## config.mk

```make
export PLATFORM = sky130hd
export DESIGN_NAME = payment_fsm
export DESIGN_NICKNAME = d
export VERILOG_FILES = /design/src/rtl/pay_pkg.sv /design/src/rtl/pay_bin2bcd.sv /design/src/rtl/payment_fsm.sv
export SDC_FILE = /design/constraint.sdc
export NUM_CORES = 1
export LEC_CHECK = 0
export ABC_AREA = 1
export BUFFER_PORTS_ARGS = -buffer_cell sky130_fd_sc_hd__clkbuf_2
export CAP_MARGIN = 20
export CORE_MARGIN = 5
export CORE_UTILIZATION = 45
export DETAILED_ROUTE_END_ITERATION = 8
export PLACE_DENSITY_LB_ADDON = 0.15
export SLEW_MARGIN = 15
export SYNTH_ARGS = -nofsm -noshare
export SYNTH_HDL_FRONTEND = slang
export SYNTH_SLANG_ARGS = --single-unit
```

## constraint.sdc

```tcl
create_clock -name clk -period 4.29 [get_ports clk]
set_input_delay 0 -clock clk [delete_from_list [all_inputs] [get_ports clk]]
set_output_delay 0 -clock clk [all_outputs]
set_load 0.01 [all_outputs]
```

## src/rtl/pay_pkg.sv

```systemverilog
// Shared definitions for the payment controller: session states,
// BCD digit width and the default session length.
package pay_pkg;

   typedef enum logic [1:0] {
      IDLE    = 2'd0,
      COLLECT = 2'd1,
      SETTLE  = 2'd2,
      DONE    = 2'd3
   } state_e;

   localparam int BCD_W         = 4;
   localparam int TIMEOUT_S_DEF = 30;

endpackage

```

## src/rtl/pay_bin2bcd.sv

```systemverilog
// Combinational binary to three-digit BCD converter (double dabble).
// Inputs above 999 are shown as 999.
module pay_bin2bcd
   import pay_pkg::*;
#(
   parameter int AMT_W = 8
) (
   input  logic [AMT_W-1:0] bin,
   output logic [BCD_W-1:0] ones,
   output logic [BCD_W-1:0] tens,
   output logic [BCD_W-1:0] hund
);

   // At least 10 bits so the 999 clamp value is always representable.
   localparam int W = (AMT_W > 10) ? AMT_W : 10;

   logic [W-1:0] val_w;
   logic [W-1:0] sat;
   logic [11:0]  bcd;

   always_comb begin
      val_w = W'(bin);
      sat   = (val_w > W'(999)) ? W'(999) : val_w;
      bcd   = '0;
      for (int i = W - 1; i >= 0; i--) begin
         for (int d = 0; d < 3; d++) begin
            if (bcd[4*d +: 4] >= 4'd5) begin
               bcd[4*d +: 4] = bcd[4*d +: 4] + 4'd3;
            end
         end
         bcd = {bcd[10:0], sat[i]};
      end
   end

   assign ones = bcd[3:0];
   assign tens = bcd[7:4];
   assign hund = bcd[11:8];

endmodule

```

## src/rtl/payment_fsm.sv

```systemverilog
// Purchase session controller: latches the price, accumulates coins, runs
// the session timer and reports success/failure with change or refund.
module payment_fsm
   import pay_pkg::*;
#(
   parameter int AMT_W       = 8,
   parameter int COIN_W      = 4,
   parameter int TIMEOUT_S   = TIMEOUT_S_DEF,
   parameter int AUTO_FINISH = 1
) (
   input  logic              clk,
   input  logic              rst,
   input  logic              start,
   input  logic [AMT_W-1:0]  price,
   input  logic              coin_valid,
   input  logic [COIN_W-1:0] coin_val,
   input  logic              cancel,
   input  logic              sec_tick,
   output logic              busy,
   output logic [AMT_W-1:0]  paid,
   output logic [BCD_W-1:0]  paid_ones,
   output logic [BCD_W-1:0]  paid_tens,
   output logic [BCD_W-1:0]  paid_hund,
   output logic [5:0]        remain_s,
   output logic              coin_reject,
   output logic              done_ok,
   output logic              done_fail,
   output logic [AMT_W-1:0]  change
);

   state_e           state;
   logic [AMT_W-1:0] price_q;
   logic [AMT_W:0]   coin_sum;
   logic             coin_ok;
   logic [AMT_W-1:0] paid_next;
   logic             timeout;
   logic             covered;
   logic             leave;

   // The coin of this cycle is folded into paid_next before the exit decision.
   always_comb begin
      coin_sum  = {1'b0, paid} + (AMT_W+1)'(coin_val);
      coin_ok   = coin_valid && !coin_sum[AMT_W];
      paid_next = coin_ok ? coin_sum[AMT_W-1:0] : paid;
      timeout   = sec_tick && (remain_s == 6'd1);
      covered   = ({1'b0, paid_next} >= {1'b0, price_q});
      leave     = cancel || timeout || ((AUTO_FINISH != 0) && covered);
   end

   always_ff @(posedge clk) begin
      if (rst) begin
         state       <= IDLE;
         price_q     <= '0;
         paid        <= '0;
         change      <= '0;
         remain_s    <= '0;
         coin_reject <= 1'b0;
         done_ok     <= 1'b0;
         done_fail   <= 1'b0;
      end else begin
         coin_reject <= 1'b0;
         done_ok     <= 1'b0;
         done_fail   <= 1'b0;
         case (state)
            IDLE: begin
               if (start) begin
                  state    <= COLLECT;
                  price_q  <= price;
                  paid     <= '0;
                  change   <= '0;
                  remain_s <= 6'(TIMEOUT_S);
               end
            end
            COLLECT: begin
               paid        <= paid_next;
               coin_reject <= coin_valid && !coin_ok;
               if (sec_tick && (remain_s != 6'd0)) begin
                  remain_s <= remain_s - 6'd1;
               end
               if (leave) begin
                  state <= SETTLE;
               end
            end
            SETTLE: begin
               if ({1'b0, paid} >= {1'b0, price_q}) begin
                  change  <= paid - price_q;
                  done_ok <= 1'b1;
               end else begin
                  change    <= paid;
                  done_fail <= 1'b1;
               end
               state <= DONE;
            end
            DONE: begin
               state <= IDLE;
            end
            default: begin
               state <= IDLE;
            end
         endcase
      end
   end

   assign busy = (state == COLLECT) || (state == SETTLE);

   pay_bin2bcd #(
      .AMT_W (AMT_W)
   ) u_bcd (
      .bin  (paid),
      .ones (paid_ones),
      .tens (paid_tens),
      .hund (paid_hund)
   );

endmodule

```

Word-level counts from Yosys, hierarchy flattened

Index checks and enable logic that the tools add are counted.

Bits in registers: 35
Input port bits: 18
Output and inout bits: 38
Logic and storage cells: 76

$add $sub $neg: 10
Order comparisons: 9
Equality and inequality tests: 7
Multiplexer cells: 20
Bitwise operators: 2
Reductions and logical operators: 20

Operators with widths:

| cell                                                              | number |
|---|---|
| one-hot mux 8 bit (2 select lines)                                | 2 |
| two-way mux 4 bit                                                 | 7 |
| two-way mux 8 bit                                                 | 3 |
| adder 4 x 2 -> 4 bit, second input constant                       | 5 |
| greater-or-equal comparator 4 x 3 -> 1 bit, second input constant | 5 |
| greater-or-equal comparator 8 bit                                 | 2 |
| two-way mux 6 bit                                                 | 2 |
| one-hot mux 6 bit (2 select lines)                                | 1 |
| adder 8 x 4 -> 9 bit                                              | 1 |
| adder 3 x 2 -> 4 bit, second input constant                       | 2 |
| one-hot mux 2 bit (4 select lines)                                | 1 |
| AND reduction 2 bit                                               | 4 |
| subtractor 8 bit                                                  | 1 |
| == test 6 x 1 -> 1 bit, second input constant                     | 1 |
| greater-or-equal comparator 3 bit, second input constant          | 2 |
| != test 2 bit, second input constant                              | 3 |
| nonzero test 6 bit                                                | 1 |
| subtractor 6 x 1 -> 6 bit, second input constant                  | 1 |
| == test 2 bit, second input constant                              | 2 |
| logical AND 1 bit                                                 | 4 |
| two-way mux 2 bit                                                 | 2 |
| nonzero test 2 bit                                                | 2 |
| OR reduction 2 bit                                                | 2 |
| logical OR 1 bit                                                  | 3 |
| 6 further kinds                                                   | 9 |

Depth between registers and ports, before layout

Gate-level depths: netlist (run 1).

Depth after elaboration: 10
Gate-level depth with buffers: 32
Gate-level depth less buffers: 32

By module

A second synthesis (run 1) with hierarchy kept.

Cells, all modules: 516
Area, all modules: 3373.2 um^2

Modules (own cells, without submodules):

| module      | times used | cells an instance | area an instance (um^2) | seq. area each (um^2) |
|---|---|---|---|---|
| payment_fsm | 1          | 372               | 2496.1                  | 700.7 |
| pay_bin2bcd | 1          | 144               | 877.1                   | 0.0 |

Least setup slack after synthesis (run 1)

No wires, ideal clock.

Path kind: reg2out
Start point: register paid[6]
End point: output paid_hund[0]
Arrival time: 3.308 ns
Required time: 4.290 ns
Slack: 0.982 ns
Stages on the path, launching flop included: 29
Buffers on the path: 0
Cell sequence: dfxtp_1 inv_1 ha_1 inv_1 nand2_1 nand2_2 nand2_1 nand2_1 ha_1 inv_1 nand2_1 nand3_1 nand2_2 nand2_1 nand2_1 inv_1 ha_1 inv_1 nor2_1 inv_1 nand4_2 nand2_1 ha_1 nand2_1 o2111ai_1 nand2_1 nand2_4 nand2_4 xor2_1

Word-level cells in the longest chain between the ends: 10
Elaborated cells on any way between the ends: 18
Those cells by class: 6 x add/sub; 6 x order compare; 6 x mux

RTL lines:

| what                                                                                      | RTL line                             | source |
|---|---|---|
| start: declaration                                                                        | payment_fsm.sv:20                    | `output logic [AMT_W-1:0] paid,` |
| start signal: assignment                                                                  | payment_fsm.sv:75                    | `paid <= paid_next;` |
| adder 3 x 2 -> 4 bit / greater-or-equal comparator 3 bit (equally long branches)          | pay_bin2bcd.sv:28, pay_bin2bcd.sv:27 |  |
| two-way mux 4 bit *                                                                       | pay_bin2bcd.sv:27                    | `if (bcd[4*d +: 4] >= 4'd5) begin` |
| adder 4 x 2 -> 4 bit / greater-or-equal comparator 4 x 3 -> 1 bit (equally long branches) | pay_bin2bcd.sv:28, pay_bin2bcd.sv:27 |  |
| two-way mux 4 bit                                                                         | pay_bin2bcd.sv:27                    |  |
| greater-or-equal comparator 4 x 3 -> 1 bit / adder 4 x 2 -> 4 bit (equally long branches) | pay_bin2bcd.sv:27, pay_bin2bcd.sv:28 |  |
| two-way mux 4 bit                                                                         | pay_bin2bcd.sv:27                    |  |
| adder 4 x 2 -> 4 bit (tied with other cells)                                              | pay_bin2bcd.sv:28                    | `bcd[4*d +: 4] = bcd[4*d +: 4] + 4'd3;` |
| two-way mux 4 bit                                                                         | pay_bin2bcd.sv:27                    |  |
| adder 4 x 2 -> 4 bit / greater-or-equal comparator 4 x 3 -> 1 bit (equally long branches) | pay_bin2bcd.sv:28, pay_bin2bcd.sv:27 |  |
| two-way mux 4 bit *                                                                       | pay_bin2bcd.sv:27                    |  |
| end: declaration                                                                          | payment_fsm.sv:23                    | `output logic [BCD_W-1:0] paid_hund,` |

Mark *: on every way between the ends. The rest lies on a longest branch, timed or not.

Worst setup path in the final report (run 1)

Start point: register paid[6]
End point: output paid_tens[1]

Word-level cells in the longest chain between the ends: 10
Elaborated cells on any way between the ends: 18
Those cells by class: 6 x add/sub; 6 x order compare; 6 x mux

RTL lines:

| what                                                                                      | RTL line                             | source |
|---|---|---|
| adder 3 x 2 -> 4 bit / greater-or-equal comparator 3 bit (equally long branches)          | pay_bin2bcd.sv:28, pay_bin2bcd.sv:27 |  |
| two-way mux 4 bit *                                                                       | pay_bin2bcd.sv:27                    |  |
| adder 4 x 2 -> 4 bit / greater-or-equal comparator 4 x 3 -> 1 bit (equally long branches) | pay_bin2bcd.sv:28, pay_bin2bcd.sv:27 |  |
| two-way mux 4 bit                                                                         | pay_bin2bcd.sv:27                    |  |
| greater-or-equal comparator 4 x 3 -> 1 bit / adder 4 x 2 -> 4 bit (equally long branches) | pay_bin2bcd.sv:27, pay_bin2bcd.sv:28 |  |
| two-way mux 4 bit                                                                         | pay_bin2bcd.sv:27                    |  |
| adder 4 x 2 -> 4 bit (tied with other cells)                                              | pay_bin2bcd.sv:28                    |  |
| two-way mux 4 bit                                                                         | pay_bin2bcd.sv:27                    |  |
| adder 4 x 2 -> 4 bit / greater-or-equal comparator 4 x 3 -> 1 bit (equally long branches) | pay_bin2bcd.sv:28, pay_bin2bcd.sv:27 |  |
| two-way mux 4 bit *                                                                       | pay_bin2bcd.sv:27                    |  |
| end: declaration                                                                          | payment_fsm.sv:22                    | `output logic [BCD_W-1:0] paid_tens,` |

Marked as above.

==> results of run 1 <==
-- what timing repair did --
| item | CTS | global route |
|---|---|---|
| hold buffers | 7 | 0 |
| resized for setup | 0 | 6 |
| endpoints found under the hold margin | 7 | 0 |
| buffers inserted | 0 | 4 |
| setup endpoints to repair | 0 | 8 |
-- critical path: cells and delay by family, from the launching register on --
kind,cells,cell delay [ns]
AOI/OAI and AO/OA,1,0.10
adders and majority gates,4,0.71
buffers and inverters,7,0.61
DFF,1,0.39
and+or+nand+nor,19,1.71
-- stage by stage --
stage	hold WS, ns	power (W)	setup TNS, ns	utilization, %	instances
2_1_floorplan	0.0768	0.00112	0	-	448
3_3_place_gp	0.263	0.00136	0	52.2	573
3_5_place_dp	0.262	0.00137	0	52.2	573
4_1_cts	0.0116	0.00168	0	55.0	588
5_1_grt	0.0370	0.00185	-0.0114	55.7	592
6_report	0.00815	0.00168	0	55.7	592
-- cell families after synthesis --
group | synth area share, %
AOI/OAI and AO/OA | 16.9
and+or+nand+nor | 31.4
buffers and inverters | 10.5
DFF | 23.1
adders and majority gates | 15.4
xor gates and xnor gates | 2.60
other | 0.124
-- state kept, by name (all words and copies together) (netlist names) --
name	cells
done_fail	1
remain_s	6
price_q	8
change	8
paid	8
done_ok	1
state	2
coin_reject	1
-- power by group through the flow --
| stage | Combinational, W | Sequential, W | Clock [W] |
|---|---|---|---|
| finish | 0.000916 | 0.000454 | 0.000309 |
| global route | 0.00105 | 0.000464 | 0.000330 |
| CTS | 0.000914 | 0.000456 | 0.000312 |
| detailed placement | 0.000905 | 0.000463 | 0 |
| global placement | 0.000896 | 0.000460 | 0 |
| floorplan | 0.000642 | 0.000479 | 0 |
-- routing by layer --
metal / wire (um) / part of all wire, % / track usage [%] / vias up
met1: 3460 / 45 / 22.7 / 1346
met5: 0 / 0 / 0 / -
met3: 299 / 3.9 / 3.03 / 5
met2: 3840 / 50 / 34.1 / 54
li1: - / - / - / 1594
met4: 61 / 0.80 / 5.07 / 0
-- how the worst max path moves through the flow --
stage | end | slack, ns | cells after the start
detailed placement | paid_tens[1] | 0.40 | 31
CTS | paid_tens[1] | 0.07 | 31
finish | paid_tens[1] | 0.46 | 31
global placement | paid_tens[1] | 0.52 | 31
global route | paid_tens[2] | -0.01 | 31
floorplan | paid_hund[0] | 0.98 | 28
-- final cells by class --
class	instances	area, um^2	share of cell area, %
multi-input combinational	333	2020	56.1
sequential	35	706	19.6
timing repair buffer	68	395	11.0
inverter	71	270	7.51
tap	77	96.3	2.68
clock buffer	5	68.8	1.91
clock inverter	3	43.8	1.22
-- placed cells by master, fill, tap and decap left out, types with 2 or more instances in the layout --
cell / synthesis / layout
nand3_2: 5 / 5
dlygate4sd3_1: 0 / 7
nand3_4: 2 / 2
buf_4: 3 / 8
clkbuf_2: 0 / 53
o21ai_1: 2 / 2
xnor2_1: 3 / 3
inv_2: 6 / 6
nand3_1: 26 / 26
fa_1: 2 / 2
nand2_2: 11 / 13
nor3_1: 3 / 3
clkbuf_8: 0 / 5
o21bai_1: 2 / 2
o21ai_2: 2 / 2
nand2_1: 105 / 103
nand4_1: 6 / 6
xor2_1: 6 / 6
o21ai_0: 28 / 28
inv_1: 65 / 64
ha_1: 34 / 34
dfxtp_1: 35 / 33
a21oi_1: 39 / 39
o211ai_1: 7 / 7
nor2_1: 26 / 26
nand2_4: 8 / 8
a31oi_1: 4 / 4
conb_1: 1 / 2
==> results.sh, run 1 <==
export IMPL_status="finished, final reports clean"
export IMPL_cts_path_max_buffers=2
export IMPL_mappedNetlistArea_um2=3030
export IMPL_synth_warn=0
export IMPL_pin_count=56
export IMPL_clock_power_share_pct=18.4
export IMPL_gp_routability_congestion=0.841
export IMPL_timing_max_transition_violations_final=0
export IMPL_ctsHtreeMaxLevel=2
export IMPL_vdd_drop_max_uv=295
export IMPL_hold_depth=3
export IMPL_critical_path_top_cell_by_count="nand2_1"
export IMPL_worst_ep_arrival_time_ns=3.83
export IMPL_final_min_clock_period_ns=3.83
export IMPL_hp_class="primary input to register"
export IMPL_syn2layout_area_growth_pct=18.8
export IMPL_post_detail_place_hpwl_um=6020
export IMPL_critical_path_peak_fanout=5
export IMPL_ant_nets=0
export IMPL_synth_area_per_cell_um2=6.77
export IMPL_p_sw_share_pct=46.4
export IMPL_vias_per_cell=5.07
export IMPL_p_int_w=0.000900
export IMPL_grt_pass1_wl_um=13000
export IMPL_detailed_place_area_um2=3370
export IMPL_achievable_frequency_ghz=0.261
export IMPL_die_y_um=92.0
export IMPL_yosys_area_top_type="dfxtp_1"
export IMPL_hold_viol_final=0
export IMPL_nNetsFinal=568
export IMPL_antennaDiodeCount=0
export IMPL_synth_top_cells_by_area="dfxtp_1, ha_1, nand2_1"
export IMPL_yosysUniqueCellTypes=37
export IMPL_timing_critical_path_slowest_cell_delay_ns=0.39
export IMPL_detail_route_wirelength_um=7660
export IMPL_r2r_end="state[0]$_SDFFE_PP0P_"
export IMPL_ys_seq_elements=35
export IMPL_power_sequential_fraction_pct=27.0
export IMPL_wl_per_cell_um=12.9
export IMPL_synth_async_sr_flop_share_pct=0
export IMPL_die_area_um2=8470
export IMPL_cp_data_required_time_ns=4.29
export IMPL_ctsRootBufferMaster="clkbuf_8"
export IMPL_post_synth_top_area_fraction_pct=23.1
export IMPL_portion_of_the_post_synthesis_area_used_by_sequential_elements_pct=23.1
export IMPL_grt_antenna_before_repair=0
export IMPL_worst_slew_pin_transition_ns=0.656
export IMPL_clock_skew_final_ns=0.00805
export IMPL_number_of_synthesized_flops_with_an_enable_pin=0
export IMPL_worst_r2r_path_depth=20
export IMPL_netlist_instances=447
export IMPL_cts_tree="yes"
export IMPL_clock_latency_ns=0.29
export IMPL_regToRegSetupSlack_ns=0.76
export IMPL_die_width_um=92.0
export IMPL_timing_critical_path_from="paid[6]$_SDFFE_PP0P_"
export IMPL_cts_clk_slew_worst_paths_ns=0.08
export IMPL_setup_violations=0
export IMPL_via_count=2999
export IMPL_timing_final_crit_share_pct=89.3
export IMPL_drc=0
export IMPL_ys_flop_type="dfxtp_1"
export IMPL_slew_headroom_pct=56.1
export IMPL_starting_density_of_the_core_pct=46.9
export IMPL_worstSetupPathType="register to output pin"
export IMPL_net_switching_power_w=0.000779
export IMPL_grt_usage_pct=18.7
export IMPL_drtIter0Drc=137
export IMPL_startpoint_type="register"
export IMPL_cellLeakagePower_nw=1.91
export IMPL_final_fill_count=643
export IMPL_fraction_of_layout_instances_using_a_drive_strength_above_1_pct=21.4
export IMPL_end_kind="output pin"
export IMPL_cts_buffers=5
export IMPL_worst_min_delay_path_endpoint="price_q[2]$_SDFFE_PP0P_"
export IMPL_clock_sinks=35
export IMPL_setup_slack_ns=0.457
export IMPL_p_per_area_nw_per_um2=467
export IMPL_placeableCoreArea_um2=6460
export IMPL_max_cap_viol_count=0
export IMPL_critical_path_slowest_cell="dfxtp_4"
export IMPL_grt_start_max_net_pins=24
export IMPL_std_cell_rows=29
export IMPL_drt_pre_antenna_iters=4
export IMPL_count_of_buffers_from_port_buffering=53
export IMPL_summed_area_of_non_filler_cells_in_the_final_layout_um2=3600
export IMPL_gr_total_overflow=0
export IMPL_place_worst_setup_slack_ns=0.403
export IMPL_yosysMostFrequentCell="nand2_1"
export IMPL_synth_top_cells_by_count="nand2_1, inv_1, a21oi_1"
export IMPL_r2r_start="paid[0]$_SDFFE_PP0P_"
export IMPL_share_comb_of_total_power_pct=54.6
export IMPL_number_of_global_route_vias_before_repair=2836
export IMPL_min_delay_start="price[2]"
Power figures use the tool's default switching activity.
==> run 2: changes to the inputs <==
Settings changed: CORE_ASPECT_RATIO set to 1.4, PLACE_DENSITY set to 0.67, PLACE_DENSITY_LB_ADDON 0.15 to unset.
==> run 2 against run 1 <==
Effect of this change:
- combinational power decreased by 2.9%
- highest routed layer unchanged
- largest cell class unchanged
- critical path type unchanged
- via count fell by 0.37%
- hold slack worse by 0.0039 ns
- global-route usage decreased by 0.49 points
- fmax rose by 0.92%
==> results.sh, run 2 (synthesis gave the netlist of run 1 again) <==
export IMPL_nNetsFinal=564
export IMPL_clock_sinks=35
export IMPL_hp_class="primary input to register"
export IMPL_path_buf_inv=6
export IMPL_cellLeakagePower_nw=1.88
export IMPL_die_width_um=79.3
export IMPL_gp_routability_congestion=0.876
export IMPL_critical_path_peak_fanout=5
export IMPL_end_kind="output pin"
export IMPL_starting_density_of_the_core_pct=46.1
export IMPL_detail_route_wirelength_um=7470
export IMPL_worstSetupPathType="register to output pin"
export IMPL_drc=0
export IMPL_achievable_frequency_ghz=0.263
export IMPL_startpoint_type="register"
export IMPL_via_count=2988
export IMPL_timing_setup_tns_ns=0
export IMPL_fraction_of_layout_instances_using_a_drive_strength_above_1_pct=20.0
export IMPL_grt_usage_pct=18.2
export IMPL_ctsRootBufferMaster="clkbuf_8"
export IMPL_final_fill_count=658
export IMPL_largest_registers="change: 8 flops, paid: 8 flops, price_q: 8 flops"
export IMPL_std_cell_rows=35
export IMPL_r2r_start="paid[0]$_SDFFE_PP0P_"
export IMPL_timing_critical_path_slowest_cell_delay_ns=0.31
export IMPL_cts_path_max_buffers=2
export IMPL_die_area_um2=8490
export IMPL_pin_count=56
export IMPL_timing_final_crit_share_pct=88.5
export IMPL_cts_repair_resized=0
export IMPL_critical_path_slowest_cell="dfxtp_1"
export IMPL_worst_slew_pin_transition_ns=0.606
export IMPL_critical_path_top_cell_by_count="nand2_1"
export IMPL_placeableCoreArea_um2=6570
export IMPL_timing_max_transition_violations_final=0
export IMPL_cts_buffers=5
export IMPL_ctsHtreeMaxLevel=2
export IMPL_min_delay_start="price[1]"
export IMPL_vias_per_cell=5.12
export IMPL_drt_pre_antenna_iters=6
export IMPL_cts_clk_slew_worst_paths_ns=0.07
export IMPL_crit_family="simple AND/OR/NAND/NOR gates"
export IMPL_grt_antenna_before_repair=0
export IMPL_max_cap_viol_count=0
export IMPL_timing_critical_path_from="paid[6]$_SDFFE_PP0P_"
export IMPL_drtIter0Drc=121
export IMPL_number_of_global_route_vias_before_repair=2760
export IMPL_cp_data_required_time_ns=4.29
export IMPL_slew_headroom_pct=59.4
export IMPL_post_detail_place_hpwl_um=6040
export IMPL_hold_viol_final=0
export IMPL_clock_skew_final_ns=0.0113
export IMPL_setup_violations=0
export IMPL_mostFrequentLayoutCell="nand2_1"
export IMPL_commonest_cells_after_routing_fill_and_taps_aside="nand2_1, inv_1, clkbuf_2"
export IMPL_p_per_area_nw_per_um2=453
export IMPL_gr_total_overflow=0
export IMPL_die_y_um=107
export IMPL_ant_nets=0
export IMPL_count_of_buffers_from_port_buffering=53
export IMPL_grt_pass1_wl_um=12500
export IMPL_final_min_clock_period_ns=3.80
export IMPL_worst_ep_arrival_time_ns=3.80
export IMPL_clock_latency_ns=0.29
export IMPL_cts_tree="yes"
export IMPL_status="finished, final reports clean"
export IMPL_antennaDiodeCount=0
export IMPL_grt_start_max_net_pins=24
export IMPL_wl_per_cell_um=12.8
export IMPL_syn2layout_area_growth_pct=16.2
export IMPL_worst_case_hold_slack_ns=0.00424
export IMPL_vdd_drop_max_uv=295
[run 2: final timing paths]
check             cells after the start                      end  slack (ns)
setup / recovery                     30             paid_tens[2]        0.49
hold reg to reg                       2   change[7]$_SDFFE_PP0P_        0.47
setup reg to reg                     20    state[0]$_SDFFE_PP0P_        0.67
hold / removal                        3  price_q[1]$_SDFFE_PP0P_       0.004
[run 2: what timing repair did]
item	in CTS	in global routing
endpoints found under the setup margin	0	1
hold buffers	5	0
setup buffers	0	2
endpoints found under the hold margin	5	0
[run 2: per-stage QoR]
| stage | std cells | utilization [%] | worst slack [ns] | total power, W | area (um^2) |
|---|---|---|---|---|---|
| after global routing | 584 | 53.6 | -0.00175 | 0.00176 | 3520 |
| after detailed placement | 570 | 51.3 | 0.748 | 0.00135 | 3370 |
| after global placement | 570 | 51.3 | 0.832 | 0.00134 | 3370 |
| after floorplan | 448 | - | 0.982 | 0.00112 | 3030 |
| after CTS | 582 | 53.4 | 0.447 | 0.00161 | 3500 |
| final | 584 | 53.6 | 0.492 | 0.00159 | 3520 |
[run 2: routing by layer]
| layer | up-vias | track usage [%] | share of wire (%) |
|---|---|---|---|
| li1 | 1576 | - | - |
| met1 | 1342 | 20.7 | 43 |
| met2 | 60 | 34.8 | 52 |
| met3 | 10 | 2.35 | 3.7 |
| met4 | 0 | 5.04 | 1.5 |
| met5 | - | 0 | 0 |
[run 2: area by class of cell]
type	instances	area [um^2]	share of cell area, %
Multi-Input combinational cell	333	2010	57.2
Sequential cell	35	701	19.9
Timing Repair Buffer	64	360	10.2
Inverter	71	267	7.57
Tap cell	74	92.6	2.63
Clock buffer	6	82.6	2.35
Clock inverter	1	5.00	0.142
[run 2: power by group]
part	internal [W]	switching (W)
logic	0.000317	0.000573
registers	0.000401	0.0000558
clock network	0.000126	0.000121
total	0.000844	0.000749
[run 2: worst min-delay path, stage by stage]
cell and delay (ns):
clkbuf_2 0.07, o21ai_0 0.07, a21oi_1 0.11
==> run 3: changes to the inputs <==
Settings changed: MAX_ROUTING_LAYER set to met4, RECOVER_POWER set to 25.
==> run 3 against run 2 <==
Effect of this change:
- total power is 0.53% lower
- non-clock buffer count unchanged
- first-iteration DRC count shrank 1.7%
- final area is 0.60% lower
- clock power is essentially flat
- sequential power hardly changed
- clock-buffer cell count stayed put
- global-route usage increased by 0.56 points
- largest cell class unchanged
==> results.sh, run 3 (synthesis gave the netlist of run 1 again) <==
export IMPL_end_kind="output pin"
export IMPL_startpoint_type="register"
export IMPL_worst_ep_arrival_time_ns=3.80
export IMPL_place_detailed_instances=570
export IMPL_nNetsFinal=564
export IMPL_fraction_of_layout_instances_using_a_drive_strength_above_1_pct=16.7
export IMPL_wl_per_cell_um=12.8
export IMPL_timing_final_crit_share_pct=88.6
export IMPL_final_fill_count=664
export IMPL_detail_route_wirelength_um=7470
export IMPL_std_cell_rows=35
export IMPL_achievable_frequency_ghz=0.263
export IMPL_number_of_global_route_vias_before_repair=2757
export IMPL_timing_critical_path_slowest_cell_delay_ns=0.31
export IMPL_clock_sinks=35
export IMPL_hold_depth=3
export IMPL_met2_wirelength_um=3910
export IMPL_worst_slew_pin_transition_ns=0.602
export IMPL_syn2layout_area_growth_pct=15.5
export IMPL_ctsHtreeMaxLevel=2
export IMPL_top_layer_used="met4"
export IMPL_vias_per_cell=5.15
export IMPL_pin_count=56
export IMPL_cp_data_required_time_ns=4.29
export IMPL_met1Wirelength_um=3150
export IMPL_worst_r2r_path_depth=20
export IMPL_starting_density_of_the_core_pct=46.1
export IMPL_stdcell_count=584
export IMPL_grt_antenna_before_repair=0
export IMPL_max_cap_viol_count=0
export IMPL_hp_class="primary input to register"
export IMPL_vdd_drop_max_uv=295
export IMPL_grt_start_max_net_pins=24
export IMPL_cts_tree="yes"
export IMPL_ant_nets=0
export IMPL_clock_skew_final_ns=0.0106
export IMPL_critical_path_top_cell_by_count="nand2_1"
export IMPL_mostFrequentLayoutCell="nand2_1"
export IMPL_via_count=3005
export IMPL_hold_viol_final=0
export IMPL_cts_clk_slew_worst_paths_ns=0.07
export IMPL_gp_routability_congestion=0.890
export IMPL_drc=0
export IMPL_met3_length_um=302
export IMPL_critical_path_slowest_cell="dfxtp_1"
export IMPL_largest_registers="change: 8 flops, paid: 8 flops, price_q: 8 flops"
export IMPL_worst_case_hold_slack_ns=0.00178
export IMPL_die_y_um=107
export IMPL_cts_repair_resized=0
export IMPL_die_area_um2=8490
export IMPL_drtIter0Drc=119
export IMPL_gr_total_overflow=0
export IMPL_timing_max_transition_violations_final=0
export IMPL_cts_path_max_buffers=2
export IMPL_critical_path_peak_fanout=5
export IMPL_antennaDiodeCount=0
export IMPL_count_of_buffers_from_port_buffering=53
export IMPL_die_width_um=79.3
export IMPL_drt_pre_antenna_iters=4
export IMPL_core_utilization_of_the_finished_layout_pct=53.3
export IMPL_post_detail_place_hpwl_um=6040
export IMPL_worstSetupPathType="register to output pin"
export IMPL_slew_headroom_pct=59.8
export IMPL_clock_latency_ns=0.29
export IMPL_status="finished, final reports clean"
export IMPL_placeableCoreArea_um2=6570
export IMPL_setup_violations=0
export IMPL_cts_buffers=5
export IMPL_commonest_cells_after_routing_fill_and_taps_aside="nand2_1, inv_1, a21oi_1"
export IMPL_ctsRootBufferMaster="clkbuf_8"
export IMPL_cellLeakagePower_nw=1.82
export IMPL_p_per_area_nw_per_um2=453
export IMPL_final_min_clock_period_ns=3.80
export IMPL_grt_pass1_wl_um=12600
export IMPL_grt_usage_pct=18.8
run 3: routing by layer:
| metal | track usage [%] | vias to the layer above |
|---|---|---|
| li1 | - | 1577 |
| met1 | 20.8 | 1350 |
| met2 | 34.8 | 70 |
| met3 | 2.52 | 8 |
| met4 | 5.04 | 0 |
| met5 | - | - |
run 3: path summary, 6_finish.rpt:
path                                              from                      end  slack (ns)
worst max-delay path              paid[6]$_SDFFE_PP0P_             paid_tens[2]        0.49
worst min-delay path                          price[1]  price_q[1]$_SDFFE_PP0P_       0.002
worst max register to register    paid[0]$_SDFFE_PP0P_    state[0]$_SDFFE_PP0P_        0.68
worst min register to register  change[7]$_SDFFE_PP0P_   change[7]$_SDFFE_PP0P_        0.47
run 3: metrics by stage:
step | cell area (um^2) | worst slack [ns] | power (W) | TNS (ns)
global route | 3500 | -0.00442 | 0.00176 | -0.00442
finish | 3500 | 0.490 | 0.00158 | 0
detailed placement | 3370 | 0.748 | 0.00135 | 0
floorplan | 3030 | 0.982 | 0.00112 | 0
CTS | 3500 | 0.447 | 0.00161 | 0
global placement | 3370 | 0.832 | 0.00134 | 0
run 3: power breakdown:
part | leakage (nW) | switching (W) | internal [W]
Sequential | 0.286 | 0.0000552 | 0.000401
Clock | 0.0470 | 0.000122 | 0.000126
Combinational | 1.49 | 0.000573 | 0.000307
run 3: area by class of cell:
type / count / area [um^2] / share of cell area (%)
inverter: 71 / 267 / 7.62
clock inverter: 1 / 5.00 / 0.143
tap: 74 / 92.6 / 2.65
sequential: 35 / 701 / 20.0
timing repair buffer: 64 / 339 / 9.69
multi-input combinational: 333 / 2010 / 57.5
clock buffer: 6 / 82.6 / 2.36
run 3: what timing repair did:
item	4_1_cts	5_1_grt
endpoints found under the hold margin	5	0
hold buffers	5	0
setup buffers	0	2
setup endpoints to repair	0	1
run 3: critical path: cells and delay by family, from the launching register on:
| kind | cells | cell delay (ns) |
|---|---|---|
| AO/OA/AOI/OAI | 1 | 0.10 |
| flip-flops | 1 | 0.31 |
| AND/OR/NAND/NOR | 19 | 1.73 |
| adder cells (fa/ha/maj) | 4 | 0.78 |
| buffers and inverters | 6 | 0.55 |
